--- src/rtl/reset_inject_seq.sv ---
// Programmable reset injector: one-shot, periodic or pseudo-random reset pulses on
// NUM_CH active-low outputs with staggered release and a post-release enable mask.
module reset_inject_seq #(
  parameter int unsigned NUM_CH    = 4,
  parameter int unsigned CNT_W     = 16,
  parameter int unsigned STAGGER_W = 8,
  parameter int unsigned MASK_W    = 32,
  parameter logic [31:0] LFSR_SEED = 32'hACE1_0001
) (
  input  logic                 clk,
  input  logic                 rst_n,
  input  logic                 inject_en,
  input  logic [1:0]           mode,
  input  logic [CNT_W-1:0]     hold_cnt,
  input  logic [CNT_W-1:0]     period_cnt,
  input  logic [STAGGER_W-1:0] stagger,
  input  logic [NUM_CH-1:0]    ch_en,
  input  logic [MASK_W-1:0]    en_mask_val,
  output logic [NUM_CH-1:0]    rst_n_out,
  output logic [MASK_W-1:0]    en_mask,
  output logic                 en_mask_vld,
  output logic                 busy,
  output logic [15:0]          event_cnt
);

  // Wide enough that hold + (NUM_CH-1)*stagger never wraps.
  localparam int unsigned TW        = CNT_W + STAGGER_W + 5;
  localparam logic [31:0] LFSR_POLY = 32'h8020_0003;

  typedef enum logic [2:0] {
    S_IDLE,
    S_ASSERT,
    S_RELEASE,
    S_WAIT,
    S_DONE
  } state_t;

  state_t               state_reg, state_next;
  logic [NUM_CH-1:0]    ch_q_reg, ch_q_next;
  logic [1:0]           mode_reg, mode_next;
  logic [TW-1:0]        hold_reg, hold_next;
  logic [STAGGER_W-1:0] stag_reg, stag_next;
  logic [CNT_W-1:0]     period_reg, period_next;
  logic [MASK_W-1:0]    mask_lat_reg, mask_lat_next;
  logic [TW-1:0]        cnt_reg, cnt_next;
  logic [CNT_W-1:0]     wait_reg, wait_next;
  logic [CNT_W-1:0]     wcnt_reg, wcnt_next;
  logic                 aborted_reg, aborted_next;
  logic [MASK_W-1:0]    en_mask_reg, en_mask_next;
  logic                 vld_reg, vld_next;
  logic [15:0]          event_cnt_reg, event_cnt_next;
  logic [31:0]          lfsr_reg, lfsr_next;

  logic                 armed;
  logic                 latch_go;
  logic                 abort_now;
  logic                 in_release;
  logic [TW-1:0]        h_eff;
  logic [NUM_CH-1:0]    rel_hit;
  logic                 last_hit;
  logic [CNT_W-1:0]     p_sel;
  logic [CNT_W-1:0]     w_draw;

  assign armed      = inject_en && (mode != 2'd0);
  assign latch_go   = armed && ((state_reg == S_IDLE) ||
                                ((state_reg == S_WAIT) && (wcnt_reg == wait_reg)));
  assign abort_now  = (state_reg == S_ASSERT) && !inject_en;
  assign in_release = (state_reg == S_ASSERT) || (state_reg == S_RELEASE);

  // An abort rebases the release schedule onto the current cycle count.
  assign h_eff = abort_now ? cnt_reg : hold_reg;

  generate
    for (genvar gi = 0; gi < NUM_CH; gi++) begin : g_rel
      assign rel_hit[gi] = in_release &&
                           (cnt_reg == (h_eff + TW'(gi) * TW'(stag_reg)));
    end
  endgenerate

  assign last_hit = rel_hit[NUM_CH-1];

  assign p_sel  = (mode_reg == 2'd3) ? (lfsr_reg[CNT_W-1:0] & period_reg) : period_reg;
  assign w_draw = (p_sel == '0) ? CNT_W'(1) : p_sel;

  always_comb begin
    state_next     = state_reg;
    ch_q_next      = ch_q_reg;
    mode_next      = mode_reg;
    hold_next      = hold_reg;
    stag_next      = stag_reg;
    period_next    = period_reg;
    mask_lat_next  = mask_lat_reg;
    cnt_next       = cnt_reg;
    wait_next      = wait_reg;
    wcnt_next      = wcnt_reg;
    aborted_next   = aborted_reg;
    en_mask_next   = en_mask_reg;
    vld_next       = vld_reg;
    event_cnt_next = event_cnt_reg;
    lfsr_next      = {1'b0, lfsr_reg[31:1]} ^ (lfsr_reg[0] ? LFSR_POLY : 32'h0);

    unique case (state_reg)
      S_IDLE: begin
        if (latch_go) state_next = S_ASSERT;
      end
      S_ASSERT, S_RELEASE: begin
        cnt_next  = cnt_reg + TW'(1);
        ch_q_next = ch_q_reg | rel_hit;
        if (abort_now) begin
          hold_next    = h_eff;
          aborted_next = 1'b1;
        end
        if (last_hit) begin
          en_mask_next = mask_lat_reg;
          vld_next     = 1'b1;
          wait_next    = w_draw;
          wcnt_next    = CNT_W'(1);
          if (aborted_reg || abort_now) state_next = S_IDLE;
          else if (mode_reg == 2'd1)    state_next = S_DONE;
          else                          state_next = S_WAIT;
        end else if (rel_hit[0]) begin
          state_next = S_RELEASE;
        end
      end
      S_WAIT: begin
        if (!armed)        state_next = S_IDLE;
        else if (latch_go) state_next = S_ASSERT;
        else               wcnt_next  = wcnt_reg + CNT_W'(1);
      end
      S_DONE: begin
        if (!inject_en) state_next = S_IDLE;
      end
      default: state_next = S_IDLE;
    endcase

    if (latch_go) begin
      mode_next      = mode;
      hold_next      = (hold_cnt == '0) ? TW'(1) : TW'(hold_cnt);
      stag_next      = stagger;
      period_next    = period_cnt;
      mask_lat_next  = en_mask_val;
      ch_q_next      = ~ch_en;
      cnt_next       = TW'(1);
      aborted_next   = 1'b0;
      vld_next       = 1'b0;
      event_cnt_next = (event_cnt_reg == 16'hFFFF) ? event_cnt_reg : event_cnt_reg + 16'd1;
    end
  end

  always_ff @(posedge clk or negedge rst_n) begin
    if (!rst_n) begin
      state_reg     <= S_IDLE;
      ch_q_reg      <= '1;
      mode_reg      <= 2'd0;
      hold_reg      <= '0;
      stag_reg      <= '0;
      period_reg    <= '0;
      mask_lat_reg  <= '0;
      cnt_reg       <= '0;
      wait_reg      <= '0;
      wcnt_reg      <= '0;
      aborted_reg   <= 1'b0;
      en_mask_reg   <= '0;
      vld_reg       <= 1'b0;
      event_cnt_reg <= 16'h0;
      lfsr_reg      <= LFSR_SEED;
    end else begin
      state_reg     <= state_next;
      ch_q_reg      <= ch_q_next;
      mode_reg      <= mode_next;
      hold_reg      <= hold_next;
      stag_reg      <= stag_next;
      period_reg    <= period_next;
      mask_lat_reg  <= mask_lat_next;
      cnt_reg       <= cnt_next;
      wait_reg      <= wait_next;
      wcnt_reg      <= wcnt_next;
      aborted_reg   <= aborted_next;
      en_mask_reg   <= en_mask_next;
      vld_reg       <= vld_next;
      event_cnt_reg <= event_cnt_next;
      lfsr_reg      <= lfsr_next;
    end
  end

  // External reset reaches the outputs without needing a clock.
  assign rst_n_out   = ch_q_reg & {NUM_CH{rst_n}};
  assign en_mask     = en_mask_reg;
  assign en_mask_vld = vld_reg;
  assign busy        = (state_reg != S_IDLE);
  assign event_cnt   = event_cnt_reg;

endmodule
--- config.mk ---
export PLATFORM = sky130hd
export DESIGN_NAME = reset_inject_seq
export DESIGN_NICKNAME = d
export VERILOG_FILES = /design/src/rtl/reset_inject_seq.sv
export SDC_FILE = /design/constraint.sdc
export NUM_CORES = 1
export LEC_CHECK = 0
export CORE_ASPECT_RATIO = 1.1
export CORE_MARGIN = 4
export CORE_UTILIZATION = 36
export CTS_CLUSTER_DIAMETER = 100
export DETAILED_ROUTE_END_ITERATION = 10
export HOLD_SLACK_MARGIN = 0.02
export PLACE_DENSITY = 0.64
export SETUP_SLACK_MARGIN = 0.05
export SLEW_MARGIN = 25
export SYNTH_ARGS = -nofsm -noshare
export SYNTH_HDL_FRONTEND = slang
export SYNTH_SLANG_ARGS = --single-unit
--- constraint.sdc ---
create_clock -name clk -period 5.5 [get_ports clk]
set_clock_uncertainty 0.1 [all_clocks]
set_input_delay 1.1 -clock clk [delete_from_list [all_inputs] [get_ports clk]]
set_output_delay 1.1 -clock clk [all_outputs]
set_load 0.01 [all_outputs]
==> results of run 1 <==
==> layer usage <==
layer | GRT usage [%] | vias to the layer above | share of wire (%)
met3 | 3.23 | 76 | 5.5
met2 | 33.8 | 342 | 48
met4 | 6.11 | 0 | 3.0
li1 | - | 5628 | -
met1 | 26.9 | 5760 | 44
met5 | 0 | - | 0
==> path summary, 6_finish.rpt <==
kind                                   start                to  slack, ns  cells after the start
max in group asynchronous              rst_n     event_cnt[13]       3.07                      3
worst max register to register  state_reg[1]       wait_reg[6]       0.49                     18
worst min register to register  lfsr_reg[19]      lfsr_reg[18]       0.25                      0
worst max-delay path               inject_en       wait_reg[6]       0.25                     19
worst min-delay path            lfsr_reg[19]      lfsr_reg[18]       0.25                      0
min in group asynchronous              rst_n  mask_lat_reg[13]       0.38                      1
==> power by group <==
group / switching [W] / internal [W]
clock: 0.000707 / 0.00103
sequential: 0.000338 / 0.00209
combinational: 0.00311 / 0.00269
==> metrics by stage <==
stage          TNS (ns)  total power, W
2_1_floorplan    -14.49         0.00592
3_3_place_gp     -20.79         0.00806
3_5_place_dp     -27.81         0.00810
4_1_cts               0         0.00994
5_1_grt               0          0.0107
6_report              0         0.00996
==> final cells by class <==
type / instances / area (sq um)
fillers: 3619 / 20100
multi-input cells: 1160 / 7300
flip-flops and latches: 237 / 5950
repair buffers: 257 / 2340
clock buffers: 40 / 785
well taps: 494 / 618
inverters: 42 / 158
clock inverters: 8 / 75.1
==> cells by family after synthesis <==
group	Yosys count	share of synthesized area [%]
DFF	237	43.5
adders and majority gates	38	4.03
buffers and inverters	127	3.99
and+or+nand+nor	677	23.1
xor gates and xnor gates	155	9.93
muxes	61	4.86
AOI/OAI and AO/OA	229	10.6
==> cells in the mapped netlist (14+ instances only) <==
library cell and n:
and2_1 14, mux2i_1 21, nand2_1 309, a21oi_1 47, clkbuf_1 60, o21ai_0 70
nand3_1 41, xor2_1 70, xnor2_1 85, nor3_1 29, dfrtp_1 224, and3_1 14
nor2_1 135, ha_1 28, nand4_1 49, inv_1 42, a31oi_1 14, nor4_1 22
mux2_1 32
==> worst max-delay path: cells and delay by family <==
| kind | cells | cell delay, ns |
|---|---|---|
| AO/OA/AOI/OAI | 5 | 1.02 |
| adder cells (fa/ha/maj) | 2 | 0.84 |
| buffers and inverters | 6 | 1.00 |
| multiplexers | 1 | 0.16 |
| AND/OR/NAND/NOR | 5 | 1.41 |
==> timing repair <==
| item | 4_1_cts | 5_1_grt |
|---|---|---|
| resized for setup | 3 | 5 |
| gates cloned | 0 | 2 |
| pin swaps | 1 | 5 |
| setup endpoints to repair | 1 | 65 |
| buffers inserted | 0 | 1 |
==> reports/summary.txt, run 1 <==
Post-synth EDFFs - 0
drc violations - 0
Seq/Total Area, Yosys - 43.5%
top cells by area, synth - dfrtp_1 (41%), nand2_1 (8.5%), xnor2_1 (5.4%)
largest net degree at the start of global routing - 88
worst-skew pair later-pin latency - 0.54 ns
crit-path max cell delay - 0.62 ns
CP Max Fanout - 21
Detail Route Antenna Nets - 0
gpl congestion - 0.962
Avg WL per Cell - 18.9 um
drt first pass iters - 7
worst-margin pin slew - 1.01 ns
fmax - 191 MHz
Post-Syn Nets - 1643
startpoint types - primary input
Crit. End Element - register
WL final - 42300 um
Core ar. - 37300 sq um
ys async rst share - 100%
most numerous cell on the critical path - buf_4
DR vias - 11.8k
Starting DRT DRC Count - 719
unrepaired setup endpoints after global routing - no
crit share post-route - 95.4%
Final Hold Vio Count - 0
Post-Place Cell Area - 16300 sq um
Die ar. - 41200 sq um
# rows - 74
area added between synthesis and finish - 25.9%
Max-slew headroom - 32.4%
TritonCTS Sinks - 237
# setup viols final - 0
FF+latch count, synth - 237
cell chosen for the clock root - clkbuf_16
post-synth top area share - 41.0%
Final Max Slew Viols - 0
Critical Path, Cell by Cell - dlymetal6s2s_1, or4b_4, buf_4, mux2i_2, fa_1, inv_1, ha_1, o211ai_1, o211ai_1, buf_4, a41oi_4, nand3_1, a222oi_1, nor4b_4, nand4_4, buf_12, buf_4, nand2_1, o21ai_1
Non-Filler Instances - 2238
Port Buffers - 134
VDD IR-drop max - 430 uV
CTS Buf Count - 27
Top FF cell, synth - dfrtp_1
hold_buf cts - 0
Final min period - 5.25 ns
Final Core Density - 46.2%
first-pass GRT wire length - 66600 um
CTS max path bufs - 3
Synth Instances - 1524
Hold Path Class - register to register
Pwr Density - 579 nW/um^2
CTS tree - built
die height - 212 um
max-cap violations - 0
Synth cell types - 81
critical path required time - 5.81 ns
DR vias/cell - 5.28
run status - finished clean
layout cells sized above 1 - 12.8%
Starting Density - 36.7%
hpwl dp - 31800 um
commonest non-fill, non-tap cell in the layout - nand2_1
Setup CP Type - primary input to register
H-tree levels - 1
# diodes - 0
Avg Cell Area, Syn - 8.97 sq um
gr usage total - 20.0%
Reg clk slew, reported paths - 0.06 ns
GRT Residual Overflow - 0
pre-CTS WS - -0.542 ns
Cell Area, Synth - 13700 sq um
Pleak - 7.87 nW
final instance area - 17200 sq um
worst setup margin - 0.252 ns
largest area contributor in the netlist - dfrtp_1
commonest cells after routing, fill and taps aside - nand2_1 (307), dfrtp_1 (224), nor2_1 (133), clkdlybuf4s50_1 (132), buf_4 (118)
chip width - 194 um
Final #Nets - 1844
vias in the first global route - 11.8k
Ys Warns - 0
WP data arrival - 5.56 ns
worst hold slack - 0.247 ns
critical path's slowest cell - or4b_4
placed insts - 2187
initial antenna violation count - 0
Boundary Pins - 135
(Power assumes the default switching activity.)
==> run 2: changes to the inputs <==
ABC_CLOCK_PERIOD_IN_PS = 5500   (was unset)
GPL_ROUTABILITY_DRIVEN = 0   (was unset)
==> run 2 against run 1 <==
  * Clock-buffer cell count fell by 4
  * Worst setup slack improved by 0.20 ns
  * Largest cell class unchanged
  * Hold slack improved by 0.0031 ns
  * Fmax rose by 4.0%
  * Via count fell by 0.74%
  * Sequential power barely moved
  * Sequential share of layout area rose by 0.48 points
  * Largest power group unchanged
  * Critical path depth fell by 2
==> reports/summary.txt, run 2 (synthesis gave the netlist of run 1 again) <==
Final #Nets - 1807
worst-skew pair later-pin latency - 0.55 ns
most numerous cell on the critical path - nand2_4
DR vias - 11.7k
GRT Residual Overflow - 0
first-pass GRT wire length - 62900 um
die height - 212 um
# resized after CTS - 0
fmax - 198 MHz
Die ar. - 41200 sq um
Port Buffers - 134
Avg WL per Cell - 17.8 um
Critical Path, Cell by Cell - dlymetal6s2s_1, or4b_4, nand2_4, nand2_4, fa_1, ha_2, inv_2, fa_2, nand2b_4, a211oi_2, o221a_4, and4bb_2, a2bb2o_4, nor4b_2, nand4b_1, o31a_1, o21a_1
r2r setup slk - 0.67 ns
sequential share of power - 24.8%
initial antenna violation count - 0
gr usage total - 18.5%
Pwr Density - 574 nW/um^2
chip width - 194 um
Final min period - 5.05 ns
max-cap violations - 0
Core ar. - 37300 sq um
layout cells sized above 1 - 10.9%
worst hold slack - 0.250 ns
final instance area - 17000 sq um
WP data arrival - 5.37 ns
Starting Density - 36.7%
commonest cells after routing, fill and taps aside - nand2_1 (307), dfrtp_1 (224), nor2_1 (133), clkdlybuf4s50_1 (132), xnor2_1 (85)
drc violations - 0
commonest non-fill, non-tap cell in the layout - nand2_1
vias in the first global route - 11.7k
Setup CP Type - primary input to register
fillers - 3503
Power Internal - 0.00569 W
hold_buf cts - 0
Crit. End Element - register
largest net degree at the start of global routing - 114
Net Sw Power - 0.00407 W
CTS max path bufs - 3
# diodes - 0
Final Max Slew Viols - 0
Detail Route Antenna Nets - 0
crit-path max cell delay - 0.61 ns
TritonCTS Sinks - 237
# setup viols final - 0
CTS tree - built
startpoint types - primary input
drt first pass iters - 5
Post-Place Cell Area - 16000 sq um
hpwl dp - 28600 um
Final Hold Vio Count - 0
Reg clk slew, reported paths - 0.06 ns
clock network power share - 18.9%
unrepaired setup endpoints after global routing - no
critical path's slowest cell - or4b_4
setup repair bufs after CTS - 0
Final Power - 0.00976 W
switch share - 41.7%
WL final - 39300 um
run status - finished clean
Max-slew headroom - 39.1%
CP Buf/Inv Count - 2
# rows - 74
Pleak - 7.71 nW
area added between synthesis and finish - 24.2%
CP Max Fanout - 6
H-tree levels - 1
VDD IR-drop max - 442 uV
Hold Path Class - register to register
crit share post-route - 91.8%
Boundary Pins - 135
CTS Buf Count - 26
Final Core Density - 45.5%
worst-margin pin slew - 0.914 ns
Logic pwr share - 56.3%
DR vias/cell - 5.32
cell chosen for the clock root - clkbuf_16
critical path required time - 5.82 ns
Starting DRT DRC Count - 903
Top delay family on crit path - simple AND/OR/NAND/NOR gates
-- run 2: cell types whose count changed in the layout (fill, tap and decap cells not counted), moves of 2 or more --
cell and delta:
bufinv_16 +3, buf_4 -36, clkbuf_8 -4, o21ai_1 -2
o21ai_0 +2, buf_12 +2, clkbuf_16 -2
-- run 2: worst paths after layout --
kind                               from               end  cells after the start
max in group asynchronous         rst_n       cnt_reg[10]                      3
min in group asynchronous         rst_n  mask_lat_reg[14]                      1
max                           inject_en      state_reg[1]                     17
min reg2reg                lfsr_reg[25]      lfsr_reg[24]                      0
min                        lfsr_reg[25]      lfsr_reg[24]                      0
max reg2reg                state_reg[2]      state_reg[1]                     16
-- run 2: power by group through the flow --
stage,Sequential (W),Combinational (W),Clock (W)
2_1_floorplan,0.00230,0.00362,0
3_3_place_gp,0.00244,0.00528,0
3_5_place_dp,0.00244,0.00536,0
4_1_cts,0.00242,0.00541,0.00190
5_1_grt,0.00247,0.00600,0.00197
6_report,0.00242,0.00549,0.00184
-- run 2: cell type report --
| cell class | count | area, sq um | area share, % |
|---|---|---|---|
| multi-input combinational | 1160 | 7300 | 43.0 |
| sequential | 237 | 5950 | 35.0 |
| timing repair buffer | 221 | 2060 | 12.2 |
| clock buffer | 36 | 729 | 4.29 |
| tap | 494 | 618 | 3.64 |
| clock inverter | 12 | 174 | 1.02 |
| inverter | 42 | 158 | 0.928 |
-- run 2: routing by layer --
layer / part of all wire (%) / vias to the layer above / GRT usage [%]
met5: 0 / - / 0
met4: 3.6 / 0 / 6.13
met3: 6.5 / 94 / 3.26
met2: 47 / 409 / 31.5
met1: 43 / 5660 / 24.2
li1: - / 5556 / -
-- run 2: per-stage QoR --
stage / cells / TNS (ns) / setup WS [ns]
after floorplan: 1524 / -14.49 / -0.274
after global placement: 2154 / -17.47 / -0.332
after detailed placement: 2154 / -22.83 / -0.404
after CTS: 2202 / 0 / 0.149
after global routing: 2202 / 0 / 0.278
final: 2202 / 0 / 0.451
==> edit 1 (settings of run 2) <==
Register the input `ch_en` before use. The logic sees it one clock later. The other inputs are not delayed to match.
--- a/src/rtl/reset_inject_seq.sv
+++ b/src/rtl/reset_inject_seq.sv
@@ -34,6 +34,12 @@
     S_WAIT,
     S_DONE
   } state_t;
+
+  logic [NUM_CH-1:0] ch_en_q;
+
+  always_ff @(posedge clk) begin
+    ch_en_q <= ch_en;
+  end
 
   state_t               state_reg, state_next;
   logic [NUM_CH-1:0]    ch_q_reg, ch_q_next;
@@ -139,7 +145,7 @@
       stag_next      = stagger;
       period_next    = period_cnt;
       mask_lat_next  = en_mask_val;
-      ch_q_next      = ~ch_en;
+      ch_q_next      = ~ch_en_q;
       cnt_next       = TW'(1);
       aborted_next   = 1'b0;
       vld_next       = 1'b0;
Behaviour: not the same (a bounded check fails within 4 cycles, from zero or initial values and one cycle with rst_n low).
==> edit 1 against run 2 <==
Critical path depth rose by 1. Total power fell by 0.66%. Worst setup slack got worse by 0.090 ns. Synthesized area rose by 0.27%. Synthesized cell count fell by 1.4%. Cell area rose by 0.53%. Sequential cell count rose by 4. Wire length rose by 1.3%. Maximum frequency fell by 1.8%. Utilization rose by 0.13 points. Critical endpoint is now en_mask[29]. Highest routed layer unchanged.
==> edit 1: results (changes against run 2) <==
HP Class=reg -> reg; Crit Path Max Fanout=13 (+7); Top Metal Used=met4; Least-Margin Pin Slew=0.986 ns (+0.0721 ns); P_sw=4.06 mW (-0.18%); IO Port Bufs=134 (unchanged); Syn Nets=1621 (-1.3%); clock-pin transition on the worst setup and hold timing paths=0.06 ns (about the same); # nets final=1770 (-2.0%); post-CTS sizing=0 (unchanged); Vias/cell=5.33 (+0.21%); reg2reg setup slack=0.54 ns (-0.13 ns); vias in the first global route=11800 (+1.1%); async set-reset flop share out of synthesis=98.3% (-1.7 points); DP HPWL=28400 um (-0.54%); Mean Syn Cell Area=9.13 um2 (+1.7%); ranking of synthesized cells by area=dfrtp_1 (41%), nand2_1 (7.7%), xor2_1 (5.2%), xnor2_1 (4.8%), mux2_4 (3.3%); post-route insts no fill=2167 (-1.6%); initial drt markers=836 (-7.4%); comb pwr=5.33 mW (-3%); post-synthesis sequential area ratio=44.0% (+0.46 points); Area after DPL=16000 um2 (-0.36%); RR Startpoint=state_reg[2]; top post-synthesis cells by count=nand2_1 (282), dfrtp_1 (224), nor2_1 (118); r2r endpoint=en_mask[29]; total track usage=18.6% (+0.029 points); met2 usage=31.4% (-0.038 points); worst slack, placed=-0.489 ns (-0.0849 ns); slowest CP cell=or4b_4; worst reg2reg path depth=17 (+1); hold path endpoint=lfsr_reg[17]; Final Util=45.7% (+0.13 points); cts bufs inserted=28 (+7.7%); Final Hold Slack=0.250 ns (+0.0000920 ns); CTS root buffer=clkbuf_16; WL met1=16700 um (-0.57%); slowest stage delay, CP=0.61 ns (about the same); Post-synth top flop=dfrtp_1; Ys Warns=0 (unchanged); filler cell count=3601 (+2.8%); share of cells above drive strength 1=12.3% (+1.4 points); clock latency on the worst-skew pair=0.58 ns (+0.03 ns); grt met1 use=23.8% (-0.48 points); met2 wire length=18900 um (+2.1%); status=finished, final reports clean; placed cell count=2111 (-2.0%); total wire length=39800 um (+1.3%); Synth cell types=71 (-12%); launch point of the worst hold path=lfsr_reg[18]; largest net degree at the start of global routing=158 (+39%); Critical Path AT=5.47 ns (+0.10 ns); CP delay by family, top=simple AND/OR/NAND/NOR gates; First-pass DRT Iterations=5 (unchanged); Sw Ratio=41.9% (+0.20 points); LEAKAGE=7.87 nW (+2.1%); met3 Resource Use GR=4.10% (+0.84 points); met3 WL=2800 um (+10%); first-pass GRT wire length=62900 um (about the same); Seq pwr share=25.5% (+0.7 points); worst vdd ir=339 uV (-23%)
-- edit 1: worst max-delay path by stage --
stage	start	to	slack [ns]	depth (start not counted)
after floorplan	inject_en	en_mask[10]	-0.42	22
after global placement	inject_en	wait_reg[10]	-0.40	17
after detailed placement	inject_en	wait_reg[10]	-0.49	19
after CTS	inject_en	ch_q_reg[3]	0.09	16
after global routing	inject_en	wait_reg[3]	0.21	20
final	inject_en	en_mask[29]	0.36	18
-- edit 1: cells by family after synthesis --
group / share of synthesized area (%)
XOR/XNOR: 10.0
buffers and inverters: 3.57
adder cells (fa/ha/maj): 4.01
multiplexers: 5.07
AND/OR/NAND/NOR: 22.4
flip-flops: 44.0
AO/OA/AOI/OAI: 11.0
-- edit 1: layout make-up --
class,count,area share [%]
multi-input cells,1141,43.0
flip-flops and latches,241,35.3
repair buffers,202,11.7
clock buffers,41,4.98
well taps,494,3.62
inverters,37,0.813
clock inverters,11,0.564
==> edit 2 (settings of run 2) <==
Without the edit above. The parameter `NUM_CH` goes from 4 to 3.
--- a/src/rtl/reset_inject_seq.sv
+++ b/src/rtl/reset_inject_seq.sv
@@ -1,7 +1,7 @@
 // Programmable reset injector: one-shot, periodic or pseudo-random reset pulses on
 // NUM_CH active-low outputs with staggered release and a post-release enable mask.
 module reset_inject_seq #(
-  parameter int unsigned NUM_CH    = 4,
+  parameter int unsigned NUM_CH    = 3,
   parameter int unsigned CNT_W     = 16,
   parameter int unsigned STAGGER_W = 8,
   parameter int unsigned MASK_W    = 32,
Ports: changed (resized ch_en and rst_n_out); port bits go from 135 to 133. No check against the original RTL was run, so the function may have changed too.
==> edit 2 against run 2 <==
Synthesized area decreased by 9.7%. Utilization increased by 0.21 points. Largest power group unchanged. Synthesized cell count down 23%. Total power shrank 25%. Register-to-register slack better by 0.08 ns. Non-clock buffer count shrank 32. Wire length fell by 20%. Sequential cell count down 1. Cell area shrank 9.7%. Worst setup slack got worse by 0.15 ns. Critical endpoint is now en_mask[12].
==> edit 2: results (changes against run 2) <==
grt met1 use=22.6% (-1.7 points); Final Hold Slack=0.251 ns (+0.00133 ns); Seq pwr share=33.9% (+9.1 points); met3 Resource Use GR=4.54% (+1.3 points); Vias/cell=5.21 (-2.1%); first-pass GRT wire length=52200 um (-17%); relative slew slack=48.8% (+9.7 points); worst slack, placed=-0.253 ns (+0.151 ns); status=finished, final reports clean; Top Metal Used=met5; LEAKAGE=6.69 nW (-13%); top post-synthesis cells by count=dfrtp_1 (224), nand2_1 (108), nor2_1 (90); Crit Path Max Fanout=26 (+20); Synth cell types=67 (-17%); Critical Path AT=5.50 ns (+0.13 ns); # nets final=1421 (-21%); IO Port Bufs=132 (-1.5%); met2 usage=27.7% (-3.8 points); filler cell count=3104 (-11%); Post-Synth Adder-Cell Area=2.25% (-1.8 points); placed cell count=1723 (-20%); share of cells above drive strength 1=17.8% (+6.9 points); Synth Area in XOR/XNOR=10.3% (+0.42 points); Via Count=9233 (-21%); mux cell area share after synthesis=11.8% (+6.9 points); Comb power frac=41.2% (-15 points); Sw Ratio=35.4% (-6.3 points); worst vdd ir=250 uV (-44%); vias in the first global route=9758 (-16%)
-- edit 2: changes by cell type in the layout (fill, tap and decap cells not counted), moves of 16 or more --
cell,change
inv_1,-24
nor2_1,-43
buf_4,-28
mux2_2,+78
mux2_1,-16
nand2_1,-199
nand4_1,-21
o21ai_0,-39
-- edit 2: path summary, 6_finish.rpt --
path,start,endpoint,depth (start not counted)
max in group asynchronous,rst_n,state_reg[1],2
hold reg to reg,lfsr_reg[19],lfsr_reg[18],0
setup / recovery,inject_en,en_mask[12],16
setup reg to reg,state_reg[1],en_mask[12],15
hold / removal,lfsr_reg[19],lfsr_reg[18],0
min in group asynchronous,rst_n,en_mask[13],1
-- edit 2: cell type report --
class                   count  area (um2)  share of cell area, %
multi-input cells         849        6130                   40.0
flip-flops and latches    236        5920                   38.6
repair buffers            189        1790                   11.7
clock buffers              35         716                   4.66
well taps                 432         541                   3.52
clock inverters            14         181                   1.18
inverters                  17        63.8                  0.416
